==> config.mk <==
export PLATFORM = sky130hd
export DESIGN_NAME = add_seq_ctrl_flat
export DESIGN_NICKNAME = d
export VERILOG_FILES = /design/src/rtl/add_seq_ctrl_if.sv /design/src/rtl/add_seq_ctrl.sv /design/src/flat_wrapper.sv
export SDC_FILE = /design/constraint.sdc
export NUM_CORES = 1
export LEC_CHECK = 0
export ABC_AREA = 0
export CORE_ASPECT_RATIO = 1.4
export CORE_MARGIN = 4
export CORE_UTILIZATION = 45
export CTS_CLUSTER_DIAMETER = 120
export DETAILED_ROUTE_END_ITERATION = 6
export GPL_TIMING_DRIVEN = 0
export PLACE_DENSITY = 0.72
export SLEW_MARGIN = 25
export SYNTH_ARGS = -nofsm -noshare
export SYNTH_HDL_FRONTEND = slang
export SYNTH_SLANG_ARGS = --single-unit
==> constraint.sdc <==
create_clock -name clk -period 10.4 [get_ports clk]
set_input_delay 3.12 -clock clk [delete_from_list [all_inputs] [get_ports clk]]
set_output_delay 3.12 -clock clk [all_outputs]
set_load 0.01 [all_outputs]
==> src/rtl/add_seq_ctrl_if.sv <==
// Operand/result handshake bundle for the multi-precision add/subtract sequencer.
// The master side issues operands and consumes results; the slave side is the sequencer.
interface add_seq_ctrl_if #(
    parameter int WORDS = 4
);
    localparam int W = 16 * WORDS;

    logic         in_valid;
    logic         in_ready;
    logic         sub;
    logic [W-1:0] a;
    logic [W-1:0] b;
    logic         out_valid;
    logic         out_ready;
    logic [W-1:0] sum;
    logic         carry_out;
    logic         overflow;

    modport master (
        output in_valid, sub, a, b, out_ready,
        input  in_ready, out_valid, sum, carry_out, overflow
    );

    modport slave (
        input  in_valid, sub, a, b, out_ready,
        output in_ready, out_valid, sum, carry_out, overflow
    );
endinterface

==> src/rtl/add_seq_ctrl.sv <==
// Multi-precision add/subtract sequencer: one shared 16-bit ripple adder walks the
// operand LS slice first, carrying between slices through a register.
module adder16 (
    input  logic [15:0] a,
    input  logic [15:0] b,
    input  logic        cin,
    output logic [15:0] s,
    output logic        cout
);
    logic cy;

    always_comb begin
        s  = '0;
        cy = cin;
        for (int i = 0; i < 16; i++) begin
            s[i] = a[i] ^ b[i] ^ cy;
            cy   = (a[i] & b[i]) | (cy & (a[i] ^ b[i]));
        end
        cout = cy;
    end
endmodule

module add_seq_ctrl #(
    parameter int WORDS = 4
) (
    input  logic            clk,
    input  logic            rst_n,
    add_seq_ctrl_if.slave   bus
);
    localparam int IW = (WORDS > 1) ? $clog2(WORDS) : 1;

    typedef enum logic [1:0] {IDLE, RUN, HOLD} state_t;

    state_t                  state_q, state_d;
    logic [WORDS-1:0][15:0]  a_q, b_q, sum_q;
    logic [IW-1:0]           idx_q;
    logic                    cy_q, ovf_q;
    logic [15:0]             sl_s;
    logic                    sl_c;
    logic                    accept, last;

    assign accept = (state_q == IDLE) && bus.in_valid;
    assign last   = (state_q == RUN) && (idx_q == IW'(WORDS - 1));

    adder16 u_add (
        .a    (a_q[idx_q]),
        .b    (b_q[idx_q]),
        .cin  (cy_q),
        .s    (sl_s),
        .cout (sl_c)
    );

    always_ff @(posedge clk or negedge rst_n) begin
        if (!rst_n) state_q <= IDLE;
        else        state_q <= state_d;
    end

    always_comb begin
        state_d = state_q;
        case (state_q)
            IDLE:    if (bus.in_valid)  state_d = RUN;
            RUN:     if (last)          state_d = HOLD;
            HOLD:    if (bus.out_ready) state_d = IDLE;
            default:                    state_d = IDLE;
        endcase
    end

    // Subtract is a + ~b + 1: invert b at capture and seed the carry with sub.
    always_ff @(posedge clk or negedge rst_n) begin
        if (!rst_n) begin
            a_q   <= '0;
            b_q   <= '0;
            sum_q <= '0;
            idx_q <= '0;
            cy_q  <= 1'b0;
            ovf_q <= 1'b0;
        end else if (accept) begin
            a_q   <= bus.a;
            b_q   <= bus.sub ? ~bus.b : bus.b;
            cy_q  <= bus.sub;
            idx_q <= '0;
        end else if (state_q == RUN) begin
            sum_q[idx_q] <= sl_s;
            cy_q         <= sl_c;
            idx_q        <= last ? '0 : idx_q + 1'b1;
            if (last)
                ovf_q <= (a_q[WORDS-1][15] == b_q[WORDS-1][15]) &&
                         (sl_s[15] != a_q[WORDS-1][15]);
        end
    end

    // Gating with rst_n keeps in_ready low for the whole reset pulse.
    assign bus.in_ready  = rst_n && (state_q == IDLE);
    assign bus.out_valid = (state_q == HOLD);
    assign bus.sum       = sum_q;
    assign bus.carry_out = cy_q;
    assign bus.overflow  = ovf_q;
endmodule

==> src/flat_wrapper.sv <==
// flat-port wrapper written by rule: the top's interface ports become plain ports
module add_seq_ctrl_flat 
#(
    parameter int WORDS = 4
)
  (clk, rst_n, bus_in_valid, bus_sub, bus_a, bus_b, bus_out_ready, bus_in_ready, bus_out_valid, bus_sum, bus_carry_out, bus_overflow);
  add_seq_ctrl_if #(.WORDS(WORDS)) bus_i ();
  input  logic clk;
  input  logic rst_n;
  input wire logic [$bits(bus_i.in_valid)-1:0] bus_in_valid;
  input wire logic [$bits(bus_i.sub)-1:0] bus_sub;
  input wire logic [$bits(bus_i.a)-1:0] bus_a;
  input wire logic [$bits(bus_i.b)-1:0] bus_b;
  input wire logic [$bits(bus_i.out_ready)-1:0] bus_out_ready;
  output wire logic [$bits(bus_i.in_ready)-1:0] bus_in_ready;
  output wire logic [$bits(bus_i.out_valid)-1:0] bus_out_valid;
  output wire logic [$bits(bus_i.sum)-1:0] bus_sum;
  output wire logic [$bits(bus_i.carry_out)-1:0] bus_carry_out;
  output wire logic [$bits(bus_i.overflow)-1:0] bus_overflow;
  assign bus_i.in_valid = bus_in_valid;
  assign bus_i.sub = bus_sub;
  assign bus_i.a = bus_a;
  assign bus_i.b = bus_b;
  assign bus_i.out_ready = bus_out_ready;
  assign bus_in_ready = bus_i.in_ready;
  assign bus_out_valid = bus_i.out_valid;
  assign bus_sum = bus_i.sum;
  assign bus_carry_out = bus_i.carry_out;
  assign bus_overflow = bus_i.overflow;
  add_seq_ctrl #(.WORDS(WORDS)) u_core (.clk(clk), .rst_n(rst_n), .bus(bus_i));
endmodule
==> summary.txt, run 1 <==
STA
  • Crit path time final: 8.55 ns
  • Setup WS post-layout: 1.85 ns
  • Unrepaired setup endpoints after global routing: false
  • Final Max Slew Viols: 0
  • Setup violators final: 0
  • Hold_ws: 0.481 ns
  • Hold Fails Final Rpt: 0
  • Tcrit/Tclk final: 82.2%
  • F_max: 117 MHz
  • Clock Skew: 0.00905 ns
  • Slew @ Worst Pin: 0.707 ns
  • Slew Limit Headroom: 52.9%

Pwr
  • Net Sw Power: 0.00153 W
  • Sw frac: 35.0%
  • Int Pwr: 0.00284 W
  • Comb power frac: 51.1%
  • Cell Pwr Density: 361 nW/µm²
  • Clock share of power: 17.1%
  • Flop pwr share: 31.8%
  • Overall power: 0.00437 W
  • Max VDD drop: 146 µV
  • Lkg Pwr: 4.90 nW

CTS
  • CTS buffer count: 17
  • Clock sink total: 198
  • CTS tree: built
  • Worst-skew pair later-pin latency: 0.43 ns
  • Number of gates resized after CTS: 0
  • Reg clk slew, reported paths: 0.07 ns
  • H-Tree Depth: 4
  • Post-CTS Setup Inserts: 0
  • Hold-fix buffers, CTS: 0
  • Buffer depth of the longest clock path: 2
  • CTS Root Cell: clkbuf_16

Synthesis
  • Mapped Cells: 653
  • Ys Warns: 0
  • Post-synth top area share: 54.7%
  • Number of flops mapped to enable cells by yosys: 0
  • Top_reg_cell synth: dfrtp_1
  • Area contributors post-synth: dfrtp_1, mux2_2, mux4_2
  • Seq/Total Area, Yosys: 54.7%
  • Async SR Flop Fraction: 100%
  • Net Count, Synth: 806
  • Synth cell types: 25
  • Largest area contributor in the netlist: dfrtp_1
  • Seq cells post-synth: 198
  • Mapped Avg Cell Area: 13.9 µm²
  • Most common cell in the synthesized netlist: dfrtp_1
  • Post-synth top cells: dfrtp_1, mux2_2, nor2_1, a21oi_1, xnor2_1
  • Mapped Area: 9060 µm²

Finish
  • Final #Nets: 1026
  • Fin cells: 1143
  • Final core utilization: 61.1%
  • Layout area overhead: 33.8%
  • Share of cells above drive strength 1: 26.1%

Placement
  • Post-DP HPWL: 17400 µm
  • Dpl ws: 1.81 ns
  • Placer Congestion: 0.804
  • I/O Buffers: 199
  • Placed instance count: 1106

Routing
  • Antenna Nets Post-Route: 0
  • Routed length per instance: 19.8 µm
  • Final wirelength: 22600 µm
  • Vias per std cell: 5.12
  • DRT Pass-1 Iters: 4
  • Via count: 5849
  • Drt drc: 0
  • DR iter-0 viols: 293

Critical path
  • Worst setup SP type: flip-flop
  • Setup CP Type: reg -> reg
  • Setup crit end kind: flip-flop
  • Critical Path RT: 10.70 ns
  • Max Fanout on Critical Path: 10
  • Worst path arrival time: 8.85 ns

GRT
  • Remaining Overflow, GRT: 0
  • Initial antenna violation count: 5
  • Gr usage total: 20.7%
  • Vias in the first global route: 6337
  • Largest net degree at the start of global routing: 93
  • First-pass GRT wire length: 35400 µm

Die
  • Initial Utilization: 45.6%
  • FP Rows: 61
  • Ports placed on the boundary: 201
  • DIE WIDTH: 128 µm
  • Die height: 176 µm
  • CORE AREA: 19800 µm²
  • Die ar.: 22500 µm²

Job
  • Max Cap Viol: 0

Status
  • Status: complete, no violations

Worst hold path
  • Hold Crit Class: reg -> reg
[cells in the final DEF, fill, tap and decap left out, types with 4 or more instances in the layout]
| cell type | count |
|---|---|
| mux2_2 | 120 |
| buf_6 | 4 |
| nand2_1 | 9 |
| clkbuf_8 | 5 |
| inv_1 | 11 |
| dfrtp_1 | 198 |
| diode_2 | 5 |
| buf_2 | 23 |
| clkbuf_16 | 17 |
| ha_1 | 4 |
| a21oi_1 | 66 |
| xnor2_1 | 64 |
| mux4_2 | 32 |
| clkdlybuf4s50_1 | 198 |
| buf_4 | 14 |
| nor2_1 | 67 |
| bufinv_16 | 5 |
| o21ai_0 | 9 |
| fa_1 | 16 |
[final timing paths]
kind	from	endpoint	slack, ns	depth (start not counted)
max	u_core.idx_q[0]$_DFFE_PN0P_	u_core.bus.overflow$_DFFE_PN0P_	1.85	25
min	u_core.bus.sum[15]$_DFFE_PN0P_	u_core.bus.sum[15]$_DFFE_PN0P_	0.48	2
max reg2reg	u_core.idx_q[0]$_DFFE_PN0P_	u_core.bus.overflow$_DFFE_PN0P_	1.85	25
min reg2reg	u_core.bus.sum[15]$_DFFE_PN0P_	u_core.bus.sum[15]$_DFFE_PN0P_	0.48	2
max in group asynchronous	rst_n	u_core.a_q[24]$_DFFE_PN0P_	7.07	2
min in group asynchronous	rst_n	u_core.bus.sum[49]$_DFFE_PN0P_	2.58	1
[kinds of logic (layout without fill, tap and decap cells)]
logic type                 Yosys count  in the layout  share of synthesized area (%)
other                                0              5                              0
muxes                              152            152                           22.9
adders and majority gates           20             20                           4.09
buffers and inverters               54            287                           3.47
and+or+nand+nor                     85             85                           4.03
AOI/OAI and AO/OA                   80             80                           4.63
xor gates and xnor gates            64             64                           6.19
DFF                                198            198                           54.7
[registers in the layout (all words and copies together), names as in the netlist]
register and flops:
u_core.idx_q 2, u_core.b_q 64, u_core.bus.sum 64, u_core.bus.overflow 1
u_core.bus.carry_out 1, u_core.a_q 64, u_core.state_q 2
[worst max-delay path, cell delays in order (launching register included)]
cell     delay [ns]
dfrtp_1        0.38
buf_2          0.31
buf_4          0.31
mux4_2         0.55
fa_1           0.45
fa_1           0.40
fa_1           0.39
fa_1           0.41
fa_1           0.40
fa_1           0.39
fa_1           0.41
fa_1           0.41
fa_1           0.40
fa_1           0.41
fa_1           0.41
fa_1           0.41
fa_1           0.38
inv_1          0.09
fa_1           0.17
inv_1          0.05
fa_1           0.35
inv_1          0.08
fa_1           0.49
and3_1         0.22
nor2_1         0.09
o21ai_0        0.08
[per-layer routing]
| layer | track usage, % | routed length (µm) |
|---|---|---|
| met1 | 25.4 | 9020 |
| met2 | 37.1 | 12600 |
| met3 | 3.26 | 726 |
| met4 | 6.81 | 296 |
| met5 | 0 | 0 |
[per-stage QoR]
| stage | TNS (ns) | instance area (µm²) |
|---|---|---|
| after global placement | -413.85 | 11400 |
| after detailed placement | 0 | 11400 |
| after global routing | 0 | 12100 |
| after CTS | 0 | 12100 |
| final | 0 | 12100 |
| after floorplan | 0 | 9060 |
[area by class of cell]
class | instances | area (µm²)
diodes | 5 | 12.5
plain buffers | 43 | 273
clock buffers | 23 | 498
clock inverters | 9 | 185
fillers | 1605 | 7720
inverters | 11 | 41.3
multi-input cells | 401 | 3790
flip-flops and latches | 198 | 4950
well taps | 252 | 315
repair buffers | 201 | 2050
[power by group through the flow]
stage	registers (W)	clock network [W]	logic (W)
after floorplan	0.00140	0	0.00141
final	0.00139	0.000748	0.00223
after detailed placement	0.00140	0	0.00226
after global routing	0.00144	0.000791	0.00245
after CTS	0.00139	0.000760	0.00227
after global placement	0.00139	0	0.00220
No activity file was read; power rests on OpenSTA's default activity.
==> inputs of run 2 (changes only) <==
clock period = 8.5 ns   (was 10.4 ns; I/O delays follow)
==> run 2 against run 1 <==
Net effect:
- final area is 0.37% higher
- via count is 0.12% higher
- core utilization is 0.23 points higher
- sequential share of layout area is 0.15 points lower
- largest power group unchanged
==> summary.txt, run 2 (synthesis results as in run 1) <==
STA
  • Total negative slack: 0 ns (unchanged)
  • Hold Fails Final Rpt: 0 (unchanged)
  • Crit path time final: 8.17 ns (-0.376 ns)
  • Setup WS post-layout: 0.328 ns (-1.52 ns)
  • F_max: 122 MHz (+4.6%)
  • Setup violators final: 0 (unchanged)
  • Clock Skew: 0.00868 ns (-0.000373 ns)
  • Unrepaired setup endpoints after global routing: false
  • Final Max Slew Viols: 0 (unchanged)
  • Tcrit/Tclk final: 96.1% (+14 points)
  • Slew Limit Headroom: 52.3% (-0.61 points)
  • Slew @ Worst Pin: 0.716 ns (+0.00916 ns)
  • Hold_ws: 0.480 ns (-0.000338 ns)

Critical path
  • Setup crit end kind: flip-flop
  • R2R depth: 25 (unchanged)
  • R2R Setup Slk: 0.33 ns (-1.52 ns)
  • Worst path arrival time: 8.47 ns (-0.38 ns)
  • R2R Path Start: u_core.idx_q[0]$_DFFE_PN0P_
  • Max Fanout on Critical Path: 10 (unchanged)
  • FF-to-FF End: u_core.bus.overflow$_DFFE_PN0P_
  • CP max stage delay: 0.53 ns (-0.02 ns)
  • Slowest CP cell: mux4_2
  • Worst setup SP type: flip-flop
  • Critical Path RT: 8.80 ns (-1.90 ns)
  • Setup CP Type: reg -> reg
  • Most used cell, CP: fa_1

Die
  • FP Rows: 61 (unchanged)
  • Ports placed on the boundary: 201 (unchanged)
  • Die ar.: 22500 µm² (unchanged)
  • CORE AREA: 19800 µm² (unchanged)
  • Initial Utilization: 45.6% (unchanged)
  • DIE WIDTH: 128 µm (unchanged)
  • Die height: 176 µm (unchanged)

Finish
  • Layout area overhead: 34.3%
  • Final #Nets: 1027 (+0.097%)
  • Most frequent cells in the layout: clkdlybuf4s50_1, dfrtp_1, mux2_2
  • Share of cells above drive strength 1: 26.4% (+0.31 points)
  • Fin cells: 1144 (+0.087%)

CTS
  • Worst-skew pair later-pin latency: 0.43 ns (about the same)
  • CTS tree: built
  • Buffer depth of the longest clock path: 2 (unchanged)
  • H-Tree Depth: 4 (unchanged)
  • CTS buffer count: 17 (unchanged)
  • Hold-fix buffers, CTS: 0 (unchanged)
  • Clock sink total: 198 (unchanged)
  • CTS Root Cell: clkbuf_16
  • Reg clk slew, reported paths: 0.07 ns (about the same)

Job
  • Max Cap Viol: 0 (unchanged)

Routing
  • Routed length per instance: 19.8 µm (about the same)
  • Drt drc: 0 (unchanged)
  • Antenna Nets Post-Route: 0 (unchanged)
  • DRT Pass-1 Iters: 4 (unchanged)
  • DR iter-0 viols: 279 (-4.8%)
  • Final wirelength: 22700 µm (+0.15%)
  • Vias per std cell: 5.12 (about the same)
  • Via count: 5856 (+0.12%)

Placement
  • Placer Congestion: 0.804 (unchanged)
  • Dpl ws: -0.0926 ns (-1.90 ns)
  • Post-DP HPWL: 17400 µm (unchanged)
  • I/O Buffers: 199 (unchanged)
  • Placed instance count: 1106 (unchanged)

Pwr
  • Flop pwr share: 31.6% (-0.2 points)
  • Comb power frac: 51.4% (+0.3 points)
  • Clock share of power: 17.0% (about the same)
  • Lkg Pwr: 4.92 nW (+0.27%)
  • Net Sw Power: 0.00188 W (+23%)
  • Sw frac: 34.9% (-0.090 points)
  • Cell Pwr Density: 442 nW/µm² (+23%)
  • Max VDD drop: 179 µV (+23%)
  • Int Pwr: 0.00350 W (+23%)

GRT
  • Largest net degree at the start of global routing: 93 (unchanged)
  • First-pass GRT wire length: 35400 µm (unchanged)
  • Initial antenna violation count: 5 (unchanged)
  • Gr usage total: 20.7% (unchanged)
  • Remaining Overflow, GRT: 0 (unchanged)
  • Vias in the first global route: 6337 (unchanged)

Worst hold path
  • Worst hold endpoint: u_core.bus.sum[15]$_DFFE_PN0P_
  • Hold depth: 2 (unchanged)
  • HP Start: u_core.bus.sum[15]$_DFFE_PN0P_
  • Hold Crit Class: reg -> reg

Status
  • Status: complete, no violations
[run 2: cell types whose count changed in the layout (fill, tap and decap cells not counted)]
cell and delta:
buf_12 +2, fa_1 -2, buf_2 -3, buf_4 +1
fa_2 +2, clkbuf_4 +1
[run 2: routing by layer]
| metal | track usage (%) | vias up | wire length (µm) |
|---|---|---|---|
| li1 | - | 2707 | - |
| met1 | 25.4 | 2984 | 8990 |
| met2 | 37.1 | 151 | 12600 |
| met3 | 3.26 | 14 | 786 |
| met4 | 6.81 | 0 | 296 |
| met5 | 0 | - | 0 |
[run 2: power by group through the flow]
stage | Combinational (W) | Sequential (W) | Clock [W]
6_report | 0.00277 | 0.00170 | 0.000914
5_1_grt | 0.00303 | 0.00176 | 0.000967
4_1_cts | 0.00278 | 0.00170 | 0.000930
3_5_place_dp | 0.00276 | 0.00171 | 0
3_3_place_gp | 0.00269 | 0.00170 | 0
2_1_floorplan | 0.00172 | 0.00171 | 0
[run 2: layout make-up]
type / instances / area (µm²)
multi-input cells: 401 / 3790
well taps: 252 / 315
flip-flops and latches: 198 / 4950
clock buffers: 23 / 498
diodes: 5 / 12.5
clock inverters: 9 / 185
repair buffers: 202 / 2060
plain buffers: 43 / 305
inverters: 11 / 41.3
fillers: 1599 / 7680
[run 2: what timing repair did]
action                     in CTS  in global routing
setup buffers                   0                  1
gates resized for setup         2                 10
setup endpoints to repair       1                  3
gates cloned                    0                  0
[run 2: how the worst max path moves through the flow]
stage | cells after the start | slack (ns) | endpoint | startpoint
after floorplan | 25 | 0.64 | u_core.bus.overflow$_DFFE_PN0P_ | u_core.idx_q[0]$_DFFE_PN0P_
after global placement | 3 | -4.79 | bus_in_ready | rst_n
after detailed placement | 25 | -0.09 | u_core.bus.overflow$_DFFE_PN0P_ | u_core.idx_q[0]$_DFFE_PN0P_
after CTS | 25 | 0.05 | u_core.bus.overflow$_DFFE_PN0P_ | u_core.idx_q[0]$_DFFE_PN0P_
after global routing | 25 | 0.03 | u_core.bus.overflow$_DFFE_PN0P_ | u_core.idx_q[0]$_DFFE_PN0P_
final | 25 | 0.33 | u_core.bus.overflow$_DFFE_PN0P_ | u_core.idx_q[0]$_DFFE_PN0P_
[run 2: through the flow]
step | power, W | utilization [%] | instance area, µm²
finish | 0.00538 | 61.3 | 12200
floorplan | 0.00343 | - | 9060
CTS | 0.00541 | 61.0 | 12100
detailed placement | 0.00448 | 57.6 | 11400
global route | 0.00576 | 61.3 | 12200
global placement | 0.00439 | 57.3 | 11400
[run 2: critical path: cells and delay by family, from the launching register on]
kind,cells,cell delay [ns]
buffers and inverters,5,0.55
and+or+nand+nor,2,0.29
adders and majority gates,16,6.20
AOI/OAI and AO/OA,1,0.07
muxes,1,0.53
DFF,1,0.41
